**src/rtl/mem_arbiter_if.sv**
```systemverilog
// mem_arbiter_if: icache/LSB request ports and the shared byte-wide RAM/IO bus
interface mem_arbiter_if #(
    parameter int BLOCK_WIDTH = 2
);
    localparam int BLOCK_SIZE = 1 << BLOCK_WIDTH;
    logic [7:0]                 mem_din;
    logic [7:0]                 mem_dout;
    logic [31:0]                mem_a;
    logic                       mem_wr;
    logic                       io_buffer_full;
    logic                       icache_req;
    logic [31:0]                icache_addr;
    logic                       icache_done;
    logic [32*BLOCK_SIZE-1:0]   icache_data;
    logic                       lsb_req;
    logic                       lsb_we;
    logic [31:0]                lsb_addr;
    logic [1:0]                 lsb_width;
    logic                       lsb_signed;
    logic [31:0]                lsb_wdata;
    logic                       lsb_done;
    logic [31:0]                lsb_rdata;
    modport slave (
        input  mem_din, io_buffer_full, icache_req, icache_addr,
               lsb_req, lsb_we, lsb_addr, lsb_width, lsb_signed, lsb_wdata,
        output mem_dout, mem_a, mem_wr, icache_done, icache_data, lsb_done, lsb_rdata
    );
    modport master (
        output mem_din, io_buffer_full, icache_req, icache_addr,
               lsb_req, lsb_we, lsb_addr, lsb_width, lsb_signed, lsb_wdata,
        input  mem_dout, mem_a, mem_wr, icache_done, icache_data, lsb_done, lsb_rdata
    );
endinterface

```
**src/rtl/mem_arbiter.sv**
```systemverilog
// mem_arbiter: byte-serial sequencer sharing one 8-bit RAM/IO port between icache refills and LSB accesses
module mem_arbiter #(
    parameter int BLOCK_WIDTH = 2,
    parameter int BLOCK_SIZE  = 1 << BLOCK_WIDTH
) (
    input  logic         clk_in,
    input  logic         rst_in,
    input  logic         rdy_in,
    input  logic         flush_in,
    output logic         busy,
    mem_arbiter_if.slave bus
);
    localparam int CW = BLOCK_WIDTH + 3;
    localparam int DW = 32 * BLOCK_SIZE;
    localparam int OW = BLOCK_WIDTH + 2;
    localparam logic [CW-1:0] ONE  = CW'(1);
    localparam logic [CW-1:0] IC_N = CW'(4 * BLOCK_SIZE);
    localparam logic [31:0] IC_MASK = 32'((1 << OW) - 1);

    typedef enum logic [1:0] {IDLE, IC_RD, LS_RD, LS_WR} state_t;

    state_t          state;
    logic            last_ic;
    logic [31:0]     base;
    logic [31:0]     wdata;
    logic [CW-1:0]   n;
    logic [CW-1:0]   icnt;
    logic [CW-1:0]   ccnt;
    logic            pend;
    logic            sgn;
    logic [1:0]      width;
    logic [DW-1:0]   bytes;
    logic [DW-1:0]   bytes_nx;
    logic [CW-1:0]   idx;
    logic [31:0]     word;
    logic [31:0]     ld;
    logic            ic_ok;
    logic            ls_ok;
    logic            grant_ic;
    logic            stall;

    // arbitration, bus drive (pause points mem_a at the oldest uncaptured byte) and load extension
    always_comb begin
        ic_ok         = bus.icache_req && !bus.icache_done;
        ls_ok         = bus.lsb_req && !bus.lsb_done;
        grant_ic      = ic_ok && (!ls_ok || !last_ic);
        idx           = (rdy_in || state == LS_WR) ? icnt : ccnt;
        bus.mem_a     = (state == IDLE) ? 32'd0 : base + 32'(idx);
        stall         = state == LS_WR && bus.mem_a[17:16] == 2'b11 && bus.io_buffer_full;
        bus.mem_wr    = state == LS_WR && rdy_in && !stall;
        bus.mem_dout  = (state == LS_WR && rdy_in) ? wdata[{icnt[1:0], 3'b000} +: 8] : 8'd0;
        busy          = state != IDLE;
        bytes_nx      = bytes;
        bytes_nx[{ccnt[CW-2:0], 3'b000} +: 8] = bus.mem_din;
        word          = bytes_nx[31:0];
        ld            = width == 2'b00 ? {{24{sgn & word[7]}}, word[7:0]} :
                        width == 2'b01 ? {{16{sgn & word[15]}}, word[15:0]} : word;
    end

    // sequencer FSM: grant, byte issue/capture, completion pulses and result registers
    always_ff @(posedge clk_in or negedge rst_in) begin
        if (!rst_in) begin
            state           <= IDLE;
            last_ic         <= 1'b0;
            base            <= '0;
            wdata           <= '0;
            n               <= '0;
            icnt            <= '0;
            ccnt            <= '0;
            pend            <= 1'b0;
            sgn             <= 1'b0;
            width           <= '0;
            bytes           <= '0;
            bus.icache_done <= 1'b0;
            bus.icache_data <= '0;
            bus.lsb_done    <= 1'b0;
            bus.lsb_rdata   <= '0;
        end else begin
            bus.icache_done <= 1'b0;
            bus.lsb_done    <= 1'b0;
            if (!rdy_in) begin
                pend <= 1'b0;
                if (state != LS_WR) icnt <= ccnt;
            end else begin
                case (state)
                    IDLE: if (!flush_in && (ic_ok || ls_ok)) begin
                        icnt    <= '0;
                        ccnt    <= '0;
                        pend    <= 1'b0;
                        last_ic <= grant_ic;
                        base    <= grant_ic ? (bus.icache_addr & ~IC_MASK) : bus.lsb_addr;
                        n       <= grant_ic ? IC_N : bus.lsb_width == 2'b00 ? CW'(1) :
                                   bus.lsb_width == 2'b01 ? CW'(2) : CW'(4);
                        state   <= grant_ic ? IC_RD : (bus.lsb_we ? LS_WR : LS_RD);
                        width   <= bus.lsb_width;
                        sgn     <= bus.lsb_signed;
                        wdata   <= bus.lsb_wdata;
                    end
                    LS_WR: if (!stall) begin
                        icnt <= icnt + ONE;
                        if (icnt == n - ONE) begin
                            state        <= IDLE;
                            bus.lsb_done <= 1'b1;
                        end
                    end
                    default: if (flush_in) begin
                        state <= IDLE;
                    end else begin
                        pend <= icnt != n;
                        if (icnt != n) icnt <= icnt + ONE;
                        if (pend) begin
                            bytes <= bytes_nx;
                            ccnt  <= ccnt + ONE;
                            if (ccnt == n - ONE) begin
                                state <= IDLE;
                                if (state == IC_RD) begin
                                    bus.icache_done <= 1'b1;
                                    bus.icache_data <= bytes_nx;
                                end else begin
                                    bus.lsb_done  <= 1'b1;
                                    bus.lsb_rdata <= ld;
                                end
                            end
                        end
                    end
                endcase
            end
        end
    end
endmodule

```
**src/flat_wrapper.sv**
```systemverilog
// flat-port wrapper written by rule: the top's interface ports become plain ports
module mem_arbiter_flat 
#(
    parameter int BLOCK_WIDTH = 2,
    parameter int BLOCK_SIZE  = 1 << BLOCK_WIDTH
)
  (clk_in, rst_in, rdy_in, flush_in, busy, bus_mem_din, bus_io_buffer_full, bus_icache_req, bus_icache_addr, bus_lsb_req, bus_lsb_we, bus_lsb_addr, bus_lsb_width, bus_lsb_signed, bus_lsb_wdata, bus_mem_dout, bus_mem_a, bus_mem_wr, bus_icache_done, bus_icache_data, bus_lsb_done, bus_lsb_rdata);
  mem_arbiter_if #(.BLOCK_WIDTH(BLOCK_WIDTH)) bus_i ();
  input  logic clk_in;
  input  logic rst_in;
  input  logic rdy_in;
  input  logic flush_in;
  output logic busy;
  input wire logic [$bits(bus_i.mem_din)-1:0] bus_mem_din;
  input wire logic [$bits(bus_i.io_buffer_full)-1:0] bus_io_buffer_full;
  input wire logic [$bits(bus_i.icache_req)-1:0] bus_icache_req;
  input wire logic [$bits(bus_i.icache_addr)-1:0] bus_icache_addr;
  input wire logic [$bits(bus_i.lsb_req)-1:0] bus_lsb_req;
  input wire logic [$bits(bus_i.lsb_we)-1:0] bus_lsb_we;
  input wire logic [$bits(bus_i.lsb_addr)-1:0] bus_lsb_addr;
  input wire logic [$bits(bus_i.lsb_width)-1:0] bus_lsb_width;
  input wire logic [$bits(bus_i.lsb_signed)-1:0] bus_lsb_signed;
  input wire logic [$bits(bus_i.lsb_wdata)-1:0] bus_lsb_wdata;
  output wire logic [$bits(bus_i.mem_dout)-1:0] bus_mem_dout;
  output wire logic [$bits(bus_i.mem_a)-1:0] bus_mem_a;
  output wire logic [$bits(bus_i.mem_wr)-1:0] bus_mem_wr;
  output wire logic [$bits(bus_i.icache_done)-1:0] bus_icache_done;
  output wire logic [$bits(bus_i.icache_data)-1:0] bus_icache_data;
  output wire logic [$bits(bus_i.lsb_done)-1:0] bus_lsb_done;
  output wire logic [$bits(bus_i.lsb_rdata)-1:0] bus_lsb_rdata;
  assign bus_i.mem_din = bus_mem_din;
  assign bus_i.io_buffer_full = bus_io_buffer_full;
  assign bus_i.icache_req = bus_icache_req;
  assign bus_i.icache_addr = bus_icache_addr;
  assign bus_i.lsb_req = bus_lsb_req;
  assign bus_i.lsb_we = bus_lsb_we;
  assign bus_i.lsb_addr = bus_lsb_addr;
  assign bus_i.lsb_width = bus_lsb_width;
  assign bus_i.lsb_signed = bus_lsb_signed;
  assign bus_i.lsb_wdata = bus_lsb_wdata;
  assign bus_mem_dout = bus_i.mem_dout;
  assign bus_mem_a = bus_i.mem_a;
  assign bus_mem_wr = bus_i.mem_wr;
  assign bus_icache_done = bus_i.icache_done;
  assign bus_icache_data = bus_i.icache_data;
  assign bus_lsb_done = bus_i.lsb_done;
  assign bus_lsb_rdata = bus_i.lsb_rdata;
  mem_arbiter #(.BLOCK_WIDTH(BLOCK_WIDTH), .BLOCK_SIZE(BLOCK_SIZE)) u_core (.clk_in(clk_in), .rst_in(rst_in), .rdy_in(rdy_in), .flush_in(flush_in), .busy(busy), .bus(bus_i));
endmodule
```
**config.mk**
```make
export PLATFORM = sky130hd
export DESIGN_NAME = mem_arbiter_flat
export DESIGN_NICKNAME = d
export VERILOG_FILES = /design/src/rtl/mem_arbiter_if.sv /design/src/rtl/mem_arbiter.sv /design/src/flat_wrapper.sv
export SDC_FILE = /design/constraint.sdc
export NUM_CORES = 1
export LEC_CHECK = 0
export BUFFER_PORTS_ARGS = -buffer_cell sky130_fd_sc_hd__buf_4
export CAP_MARGIN = 20
export CORE_ASPECT_RATIO = 1.5
export CORE_MARGIN = 5
export CORE_UTILIZATION = 56
export CTS_BUF_LIST = sky130_fd_sc_hd__clkbuf_16
export CTS_CLUSTER_DIAMETER = 30
export CTS_CLUSTER_SIZE = 28
export DETAILED_ROUTE_END_ITERATION = 8
export PLACE_DENSITY_LB_ADDON = 0.08
export RECOVER_POWER = 50
export SETUP_SLACK_MARGIN = 0.02
export SLEW_MARGIN = 20
export SYNTH_ARGS = -nofsm -noshare
export SYNTH_HDL_FRONTEND = slang
export SYNTH_SLANG_ARGS = --single-unit
```
**constraint.sdc**
```tcl
create_clock -name clk_in -period 5.3 [get_ports clk_in]
set_clock_uncertainty 0.2 [all_clocks]
set_input_delay 1.06 -clock clk_in [delete_from_list [all_inputs] [get_ports clk_in]]
set_output_delay 1.06 -clock clk_in [all_outputs]
set_load 0.03 [all_outputs]
```
# Word-level counts from Yosys, hierarchy flattened
# Cells that the tools add are included.
dict set report word_totals {
  reg_bits 376
  output_inout_bits 204
  word_cells 129
}
dict set report classes {
  n_addsub 5
  n_eq_ne 19
  shifts 3
  n_mux 47
  bitwise_logic 6
  reduce_logical 34
}
# cell count
set ops {}
lappend ops {{128-bit bitwise mux} 1}
lappend ops {{32-bit 2-to-1 mux} 4}
lappend ops {{8-bit by 9-bit variable shift with 128-bit output (first input constant)} 1}
lappend ops {{8-bit by 9-bit indexed part select with 128-bit output} 1}
lappend ops {{5-bit 2-to-1 mux} 11}
lappend ops {{32-bit by 5-bit adder with 32-bit output} 1}
lappend ops {{32-bit by 6-bit indexed part select with 8-bit output} 1}
lappend ops {{5-bit case mux with 2 select lines} 2}
lappend ops {{6-bit AND reduction} 3}
lappend ops {{1-bit 2-to-1 mux} 17}
lappend ops {{2-bit 2-to-1 mux} 7}
lappend ops {{5-bit by 1-bit adder with 5-bit output (second input constant)} 2}
lappend ops {{5-bit == test} 2}
lappend ops {{2-bit != test (second input constant)} 5}
lappend ops {{5-bit AND reduction} 2}
lappend ops {{7-bit negation with 9-bit output} 1}
lappend ops {{1-bit logical AND} 8}
lappend ops {{8-bit 2-to-1 mux} 1}
lappend ops {{4-bit nonzero test} 2}
lappend ops {{2-bit by 1-bit == test with 1-bit output (second input constant)} 3}
lappend ops {{1-bit logical NOT} 6}
lappend ops {{2-bit logical NOT} 3}
lappend ops {{3-bit != test (second input constant)} 2}
lappend ops {{3-bit AND reduction} 2}
lappend ops {{16 further kinds} 26}

# Longest topological paths before layout
# Gate-level depths: netlist (run 1).
dict set report depth {
  depth_word 11
  depth_mapped 13
  ltp_nobuf 11
}

# Least setup slack after synthesis (run 1)
# Ideal clock, no wire load.
dict set report synth_timing {
  kind {input-to-output}
  from {input port rdy_in}
  to {output port bus_mem_a[24]}
  t_arrival_ps 3762
  t_required_ps 4040
  slack_ps 278
  path_stages 11
  path_cell_list {nor2_1 mux2_2 ha_1 fa_1 a211o_1 a21o_1 clkbuf_1 nand3_1 nor2_1 xnor2_1 nor2_1}
}
dict set report synth_via {
  elab_chain_len 4
}
# element line
set synth_lines {}
lappend synth_lines {{start, declared} flat_wrapper.sv:11} ;# input logic rdy_in;
lappend synth_lines {{1-bit logical OR} mem_arbiter.sv:47} ;# idx = (rdy_in || state == LS_WR) ? icnt : ccnt;
lappend synth_lines {{5-bit 2-to-1 mux} mem_arbiter.sv:47}
lappend synth_lines {{32-bit by 5-bit adder with 32-bit output} mem_arbiter.sv:48} ;# bus.mem_a = (state == IDLE) ? 32'd0 : base + 32'(idx);
lappend synth_lines {{32-bit 2-to-1 mux} mem_arbiter.sv:48}
lappend synth_lines {{end, declared} flat_wrapper.sv:25} ;# output wire logic [$bits(bus_i.mem_a)-1:0] bus_mem_a;
# No other way between the ends.

# Final worst setup path (run 1)
dict set report layout_timing {
  from {register u_core.state[0]}
  to {output port bus_mem_a[31]}
}
dict set report layout_via {
  elab_chain_len 5
  word_cells_on_any_way 6
  classes_between {add/sub: 1; eq/ne: 1; mux: 2; reduce/logical: 2}
}
# element line
set layout_lines {}
lappend layout_lines {{start, declared} mem_arbiter.sv:22} ;# state_t state;
lappend layout_lines {{start signal, assigned} mem_arbiter.sv:94} ;# state <= grant_ic ? IC_RD : (bus.lsb_we ? LS_WR : LS_RD);
lappend layout_lines {{2-bit == test} mem_arbiter.sv:47}
lappend layout_lines {{1-bit logical OR} mem_arbiter.sv:47}
lappend layout_lines {{5-bit 2-to-1 mux} mem_arbiter.sv:47}
lappend layout_lines {{32-bit by 5-bit adder with 32-bit output} mem_arbiter.sv:48}
lappend layout_lines {{32-bit 2-to-1 mux (*)} mem_arbiter.sv:48}
# Mark *: on every way between the ends. The rest lies on a longest branch, timed or not.

==> metrics list, run 1 <==
* Status: finished with violations
- Violated checks: capacitance limit, slew limit
- Worst endpoint data arrival time: 3.84 ns
- For this run the aggregate overflow at the end of global routing stands at 0.
- The slowest stage of the critical path belongs to the cell dfrtp_1.
- For this design the static power due to leakage is 0.01055 uW.
* Area of the mapped netlist: 17550 um^2
- In this design, the stage delay of the slowest critical-path cell is 0.41 ns.
* Count of H-tree levels built during CTS: 2
- Longest Clk Path Bufs: 3
* Post-synthesis cell type count: 62
* Antenna violations before repair: 0
- Part of the Yosys area used for sequential elements: 0.5333
* CP Capture Type: output port
- The worst hold path belongs to the class flip-flop to flip-flop.
* Most common library cell in the layout ignoring fill and taps: dfrtp_1
- Setup violations remaining at the end of the flow were counted as 0.
* Detail Placement HPWL: 32340 um
- Slew at the pin with the worst max-slew slack: 3.068 ns
- Walking the worst path, the cells encountered are ha_1, nor2_2, buf_4, mux2_2, ha_1, o21ai_0, o21ai_2, o21a_2, nand3_2, or3_1, a21oi_1, buf_4.
* Count of mapped cells out of synthesis: 1699
* Antenna violation net count after detailed routing: 0
* Max-slew violations: 126
- Proportion of register bits with asynchronous set or reset after synthesis: 1.000
- Total of hold buffers inserted after clock tree synthesis: 0
- Setup TNS: 0 ns
- For this design the top-level I/O count stands at 319.
* Wire length per cell: 19.12 um
- Total number of vias: 13466
* Max-slew headroom at the worst pin: -1.046
* Clock tree from TritonCTS: built
* PortBufs: 314
- The tree is rooted in a clkbuf_16.
- Number of synthesized flops with an enable pin: 0
- Clock latency at the later pin of the worst-skew pair: 0.56 ns
- In the layout the commonest cells are dfrtp_1, buf_4, nor2_1.
* RePlAce Congestion: 0.8811
- In the routed design, unresolved DRC markers number 0.
- The first routing iteration left 685 violations.
* ANT cells: 0
* Critical Path Fanout Max: 9
- The floorplan has 79 rows.
- In the synthesized netlist the dominant register cell turns out to be dfrtp_1.
* Peak supply drop: 0.0004415 V
- Area enclosed by the die boundary: 35050 um^2
- For the worst setup path, the data required time is 4.04 ns.
- First-pass iteration count of the detailed router: 6
* Vias in the first global route: 13845
- In this run the horizontal extent of the chip is 154.5 um.
- The number of clock buffers added by TritonCTS is 53.
* Initial cell density of the core: 0.5655
* Mean instance size in the synthesized netlist: 10.33 um^2
- Buffering stage count on the worst path with inverters included: 2
- Max Cap Viol: 1
- The die is 226.8 um tall.
* Total clock sinks: 374
* Power per Cell Area: 491.0 nW/um^2
* Final worst path period share: 0.9629
* Clock-pin slew on the worst setup and hold paths: 0.06 ns
- Top achievable clock speed: 195.9 MHz
- Hold slack final: 0.2789 ns
- GRT Util Overall: 0.2642
- Setup repair after global routing could not meet its margin everywhere.
* Warnings from Yosys: 0
- Vias per cell: 5.562
* Kind of start point of the critical path: flip-flop
- Core footprint: 31040 um^2
* Maximum number of pins on one net before global-route repair: 202
- In this run, synthesis produced a sequential element count of 374.
- Time the worst path needs with I/O delays and setup: 5.104 ns
* Type of the setup path with the least slack: flip-flop to output port
* Syn_nets: 1830
- The number of endpoints with negative hold slack in the final report was 0.
- The first global-routing pass estimated 74080 um of wire.
- In the final layout, the share of cells above drive strength 1 is 0.2336.
- Family with the most delay on the worst path: simple AND/OR/NAND/NOR gates
* Final wirelength: 46300 um
- In the final design database the tool counted 2104 nets.
- Synthesis-to-finish area growth: 23.34%
==> logic make-up (layout without fill, tap and decap cells) <==
logic type,count (synthesis),in the layout,synth area share
muxes,250,250,0.1576
DFF,374,374,0.5333
buffers and inverters,137,454,0.03308
adders and majority gates,16,16,0.01183
and+or+nand+nor,510,510,0.1280
AOI/OAI and AO/OA,373,373,0.1159
xor gates and xnor gates,39,39,0.02032
==> registers in the layout (all words and copies together) (netlist names), 2 cells and up <==
| signal | flops |
|---|---|
| u_core.bus.lsb_rdata | 32 |
| u_core.ccnt | 5 |
| u_core.base | 32 |
| u_core.bytes | 128 |
| u_core.wdata | 32 |
| u_core.icnt | 5 |
| u_core.state | 2 |
| u_core.bus.icache_data | 128 |
| u_core.width | 2 |
| u_core.n | 4 |
==> tightest hold or removal path, cell delays in order, from the launching register on <==
cell     delay [ns]
dfrtp_1        0.34
nand2_1        0.04
o21ai_0        0.06
==> final timing paths <==
check,startpoint,endpoint,slack (ns),cells after the start
worst max-delay path,u_core.state[0],bus_mem_a[31],0.20,12
worst min-delay path,u_core.bytes[124],u_core.bytes[124],0.28,2
worst max register to register,u_core.ccnt[1],u_core.bus.lsb_rdata[28],0.93,8
worst min register to register,u_core.bytes[124],u_core.bytes[124],0.28,2
max in group asynchronous,rst_in,u_core.base[11],1.03,2
min in group asynchronous,rst_in,u_core.bus.icache_data[52],1.29,1
==> cells in the mapped netlist (all sizes together) (2+ instances only) <==
cell,n,area share
a211o,2,0.0010
a211oi,5,0.0021
a21o,4,0.0017
a21oi,186,0.053
a22o,11,0.0055
and2,11,0.0039
and3,15,0.0053
and4,4,0.0021
buf,43,0.013
clkbuf,73,0.016
dfrtp,374,0.53
ha,15,0.011
inv,21,0.0045
mux2,109,0.071
mux2i,133,0.076
mux4,8,0.010
nand2,168,0.036
nand2b,14,0.0050
nand3,33,0.0097
nand4,12,0.0046
nor2,208,0.044
nor2b,15,0.0053
nor3,8,0.0023
nor3b,2,0.00086
nor4,3,0.0019
o211a,2,0.0011
o211ai,2,0.00086
o21a,2,0.00086
o21ai,142,0.041
o21bai,2,0.00086
o22ai,5,0.0018
o2bb2ai,2,0.0010
o31a,2,0.0010
or2,4,0.0014
or3,7,0.0025
or4,4,0.0017
xnor2,17,0.0085
xor2,21,0.010
==> metrics by stage <==
step | area (um^2) | util | total power [uW] | instances | setup slack (ns)
global route | 21650 | 0.6975 | 11180 | 2421 | 0.001371
CTS | 22020 | 0.7095 | 10700 | 2419 | 0.07068
finish | 21650 | 0.6975 | 10630 | 2421 | 0.1964
floorplan | 17550 | - | 5955 | 1699 | 0.2782
global placement | 20140 | 0.6490 | 6910 | 2321 | 0.1911
detailed placement | 20140 | 0.6490 | 6986 | 2321 | 0.09728
==> area by class of cell <==
type,count,area (um^2)
flip-flops and latches,374,9359
multi-input cells,1188,7674
well taps,405,506.7
clock buffers,55,1376
repair buffers,335,2157
inverters,21,78.83
fillers,2550,9390
clock inverters,43,495.5
==> metal layers <==
metal / vias up / part of all wire / track usage
met5: - / 0 / 0
met4: 0 / 0.030 / 0.09008
met3: 82 / 0.062 / 0.05786
met2: 392 / 0.53 / 0.4746
met1: 6549 / 0.38 / 0.3139
li1: 6443 / - / -
==> what timing repair did <==
item	CTS	global route
gates resized for setup	2	4
setup endpoints to repair	5	8
pin swaps	0	1
buffers inserted	0	2
hold endpoints to repair	0	0
==> where the power goes <==
group	internal, uW	total (uW)	switching (uW)	leakage, uW
sequential	3290	3750	460	0.00507
combinational	1340	3200	1870	0.00457
clock	2340	3680	1340	0.000912
Power figures use the tool's default switching activity.
==> run 2: changes to the inputs <==
Settings changed: ABC_AREA set to 1.
==> run 2 against run 1 <==
  * The run still ends with capacitance limit, slew limit left
  * Largest power group is now the clock network
  * Synthesized area grew 0.88%
  * Register-to-register slack gained 0.60 ns
  * Global-route usage grew 2.2 points
  * Critical path depth grew 4
  * Synthesized cell count grew 27%
  * Count of clock-buffer cells in the layout grew 6
  * Non-clock buffer count shrank 4
  * Utilization grew 0.44 points
  * Final area grew 0.95%
  * Flip-flop and latch count is the same
  * Fmax grew 1.5%
  * Via count grew 17%
==> metrics list, run 2 <==
- Status: finished with violations
- The final reports fail on capacitance limit, slew limit.
- Walking the worst path, the cells encountered are ha_1, nor2_4, nand2_1, o21ai_0, ha_1, fa_1, nand3_1, nand3_1, nand3_1, nand2_1, nand2_1, nor2_1, nand3_1, xor2_1, nor2_1, buf_4.
* Final wirelength: 51630 um (+12%)
- The die boundary width is 155.2 um (+0.41%).
* Boundary Pins: 319 (unchanged)
- Pint: 6892 uW (-1.0%)
- Synthesis-to-finish area growth: 23.42% (about the same)
* Mean instance size in the synthesized netlist: 8.212 um^2 (-21%)
- Most common library cell in the layout ignoring fill and taps: nand2_1
- The average detailed-routed wire length per instance was 17.87 um (-6.6%).
* Layout Cell Area excl Fill: 21850 um^2 (+0.95%)
- Most frequent cell after synthesis: nand2_1
- Syn_nets: 2287 (+25%)
- The buffer and inverter count on the worst path came to 1 (-1).
- The number of CTS-inserted buffers came to 60 (+13%).
- Family with the most delay on the worst path: simple AND/OR/NAND/NOR gates
- The area of the die came to 35350 um^2 (+0.84%).
- Power dissipated by switching net loads: 4303 uW (+17%)
- Slew at the pin with the worst max-slew slack: 3.173 ns (+0.1050 ns)
- Detail Placement HPWL: 36750 um (+14%)
- Critical Path Fanout Max: 10 (+1)
- The initial antenna violation count is 1 (+1).
- The required arrival time at the worst endpoint is 4.04 ns (about the same).
* Post-CTS repair timing setup buffer count: 0 (unchanged)
* Peak per-stage delay on the critical path: 0.42 ns (about the same)
- The sequential area share after synthesis was 0.5286 (-0.004673).
- The leakage power came to 0.01049 uW (-0.61%).
* Post-Place Setup Slack: 0.1567 ns (+0.05943 ns)
* Seq pwr share: 0.344 (-0.009)
- Setup repair after global routing left no endpoint under its margin.
- Total clock sinks: 374 (unchanged)
- Number of placement rows: 79 (unchanged)
- Type of the setup path with the least slack: flip-flop to output port
* Vias per cell: 5.468 (-1.7%)
- Maximum number of pins on one net before global-route repair: 132 (-35%)
* Antenna violation net count after detailed routing: 0 (unchanged)
- The clock latency at the later pin of the worst-skew pair is 0.60 ns (+0.04 ns).
- Longest Clk Path Bufs: 3 (unchanged)
- RePlAce Congestion: 0.8961 (+1.7%)
- Count of H-tree levels built during CTS: 2 (unchanged)
- The largest registers in the layout are u_core.bus.icache_data: 128 flops, u_core.bytes: 128 flops.
* Fillers: 2647 (+3.8%)
* Clock root cell: clkbuf_16
* Area post-placement: 20170 um^2 (+0.15%)
- ANT cells: 0 (unchanged)
* Time the worst path needs with I/O delays and setup: 5.026 ns (-0.07718 ns)
* Peak supply drop: 0.0004807 V (+8.9%)
* First-pass GRT wire length: 81680 um (+10%)
* Final Worst Setup Slack: 0.2736 ns (+0.07718 ns)
- The DRC violations left was 0 (unchanged).
- Die Ht: 227.8 um (+0.42%)
- The signal arrival time at the worst endpoint is 3.77 ns (-0.07 ns).
* Most common flop cell mapped by yosys: dfrtp_1
- The final period utilization was 0.9484 (-0.01456).
- Fraction of final layout cells sized beyond drive strength 1: 0.1534 (-0.08025)
- GRT Util Overall: 0.2865 (+0.02233)
- Clock tree from TritonCTS: built
- Vias in the first global route: 15523 (+12%)
- The total negative setup slack is 0 ns (unchanged).
- Combinational cell fraction of total power: 0.305 (+0.004)
- STA classifies the critical path startpoint as a flip-flop.
- Top area cells in the synthesized netlist: dfrtp_1, nand2_1, o21ai_0
- Non-Filler Instances: 2889 (+19%)
* Total overflow reported by the global router: 0 (unchanged)
* Core footprint: 31140 um^2 (+0.32%)
- Counting instances in the post-synthesis netlist gives the leading cell types as nand2_1, dfrtp_1, o21ai_0.
- PortBufs: 314 (unchanged)
- In the layout the commonest cells are nand2_1, dfrtp_1, o21ai_0.
- The power density of the placed cells was 512.3 nW/um^2 (+4.3%).
* Top achievable clock speed: 198.9 MHz (+1.5%)
* Share of the synthesized area in the top cell type: 0.5286 (-0.004673)
* Area taken by flip-flops and latches: 9359 um^2 (unchanged)
- The initial cell density of the core was 0.5687 (+0.003188).
- Proportion of register bits with asynchronous set or reset after synthesis: 1.000 (unchanged)
* Total placed cells including tap cells: 2779 (+20%)
- Hold Fails Final Rpt: 0 (unchanged)
* Post-synthesis cell type count: 52 (-16%)
* Crit path top cell by count: nand3_1
- CP Capture Type: output port
- The area used by multi-input combinational logic is 7194 um^2 (-6.2%).
* Worst hold path type: flip-flop to flip-flop
- Cell taking the most area after synthesis: dfrtp_1
* Setup violations, final: 0 (unchanged)
* First-pass iteration count of the detailed router: 7 (+1)
- The post-layout net count came to 2567 (+22%).
* CP max stage cell: dfrtp_1
* Max Cap Viol: 1 (unchanged)
* Warnings from Yosys: 0 (unchanged)
- The synthesized cell area came to 17710 um^2 (+0.88%).
* Number of synthesized flops with an enable pin: 0 (unchanged)
* Clock network fraction of total power: 0.351 (+0.005)
* Total number of vias: 15798 (+17%)
- The worst slew margin relative to its limit was -1.116 (-0.06999).
- Switching share of total power: 0.3844 (+0.03936)
* Clock-pin slew on the worst setup and hold paths: 0.06 ns (about the same)
* Register bit count reported by yosys: 374 (unchanged)
- Max-slew violations: 125 (-0.79%)
* Count of mapped cells out of synthesis: 2156 (+27%)
* Drt first-iter violations: 1143 (+67%)
- Design Power: 11200 uW (+5.3%)
-- run 2: changes by cell type in the layout (fill, tap and decap cells not counted), sizes merged, moves of 14 or more --
cell	delta
nor2b	-15
xnor2	-14
inv	+132
nor2	-16
mux2	-109
o31ai	+28
nor3	+28
a2bb2oi	+16
nand2	+484
a21oi	-73
nand2b	-14
o21ai	+190
mux2i	-130
-- run 2: per-layer routing --
| layer | share of wire | vias up | GRT usage |
|---|---|---|---|
| li1 | - | 7629 | - |
| met1 | 0.38 | 7489 | 0.3446 |
| met2 | 0.50 | 550 | 0.4892 |
| met3 | 0.075 | 128 | 0.06308 |
| met4 | 0.046 | 2 | 0.1322 |
| met5 | 0.00025 | - | 0 |
-- run 2: area by class of cell --
type                            instances  area share
Inverter                              153     0.02674
Clock inverter                         49     0.02502
Sequential cell                       374      0.4283
Tap cell                              405     0.02319
Clock buffer                           61     0.06985
Multi-Input combinational cell       1516      0.3292
Timing Repair Buffer                  331     0.09768
-- run 2: worst paths after layout --
| path | from | end | slack [ns] | cells past startpoint |
|---|---|---|---|---|
| max in group asynchronous | rst_in | u_core.bus.icache_data[89] | 1.24 | 2 |
| hold reg to reg | u_core.wdata[26] | u_core.wdata[26] | 0.27 | 2 |
| setup / recovery | u_core.state[0] | bus_mem_a[30] | 0.27 | 16 |
| min in group asynchronous | rst_in | u_core.bus.icache_data[100] | 1.22 | 1 |
| setup reg to reg | u_core.ccnt[0] | u_core.bus.lsb_rdata[23] | 1.53 | 10 |
| hold / removal | u_core.wdata[26] | u_core.wdata[26] | 0.27 | 2 |
-- run 2: logic make-up after synthesis --
logic type,Yosys count,synth area share
AO/OA/AOI/OAI,524,0.1622
XOR/XNOR,22,0.01173
adder cells (fa/ha/maj),16,0.01173
buffers and inverters,266,0.06607
flip-flops,374,0.5286
multiplexers,3,0.001696
AND/OR/NAND/NOR,951,0.2180
-- run 2: power by group through the flow --
stage / logic, uW / clock network [uW] / registers, uW
after floorplan: 2340 / 0 / 3790
after global placement: 3340 / 0 / 3860
after detailed placement: 3390 / 0 / 3880
after CTS: 3430 / 3970 / 3840
after global routing: 3790 / 4110 / 3900
final: 3420 / 3930 / 3850
-- run 2: through the flow --
stage / hold WS [ns] / util
after floorplan: 0.2366 / -
after global placement: 0.2496 / 0.6470
after detailed placement: 0.2535 / 0.6479
after CTS: 0.2680 / 0.7145
after global routing: 0.2822 / 0.7018
final: 0.2661 / 0.7018
-- run 2: timing repair --
action	in CTS	in global routing
endpoints found under the setup margin	2	6
hold buffers	0	0
resized for setup	1	2
-- run 2: worst min-delay path, cell delays in order, from the launching register on --
cell and delay [ns]:
dfrtp_1 0.34, nand2_1 0.05, nand2_1 0.04
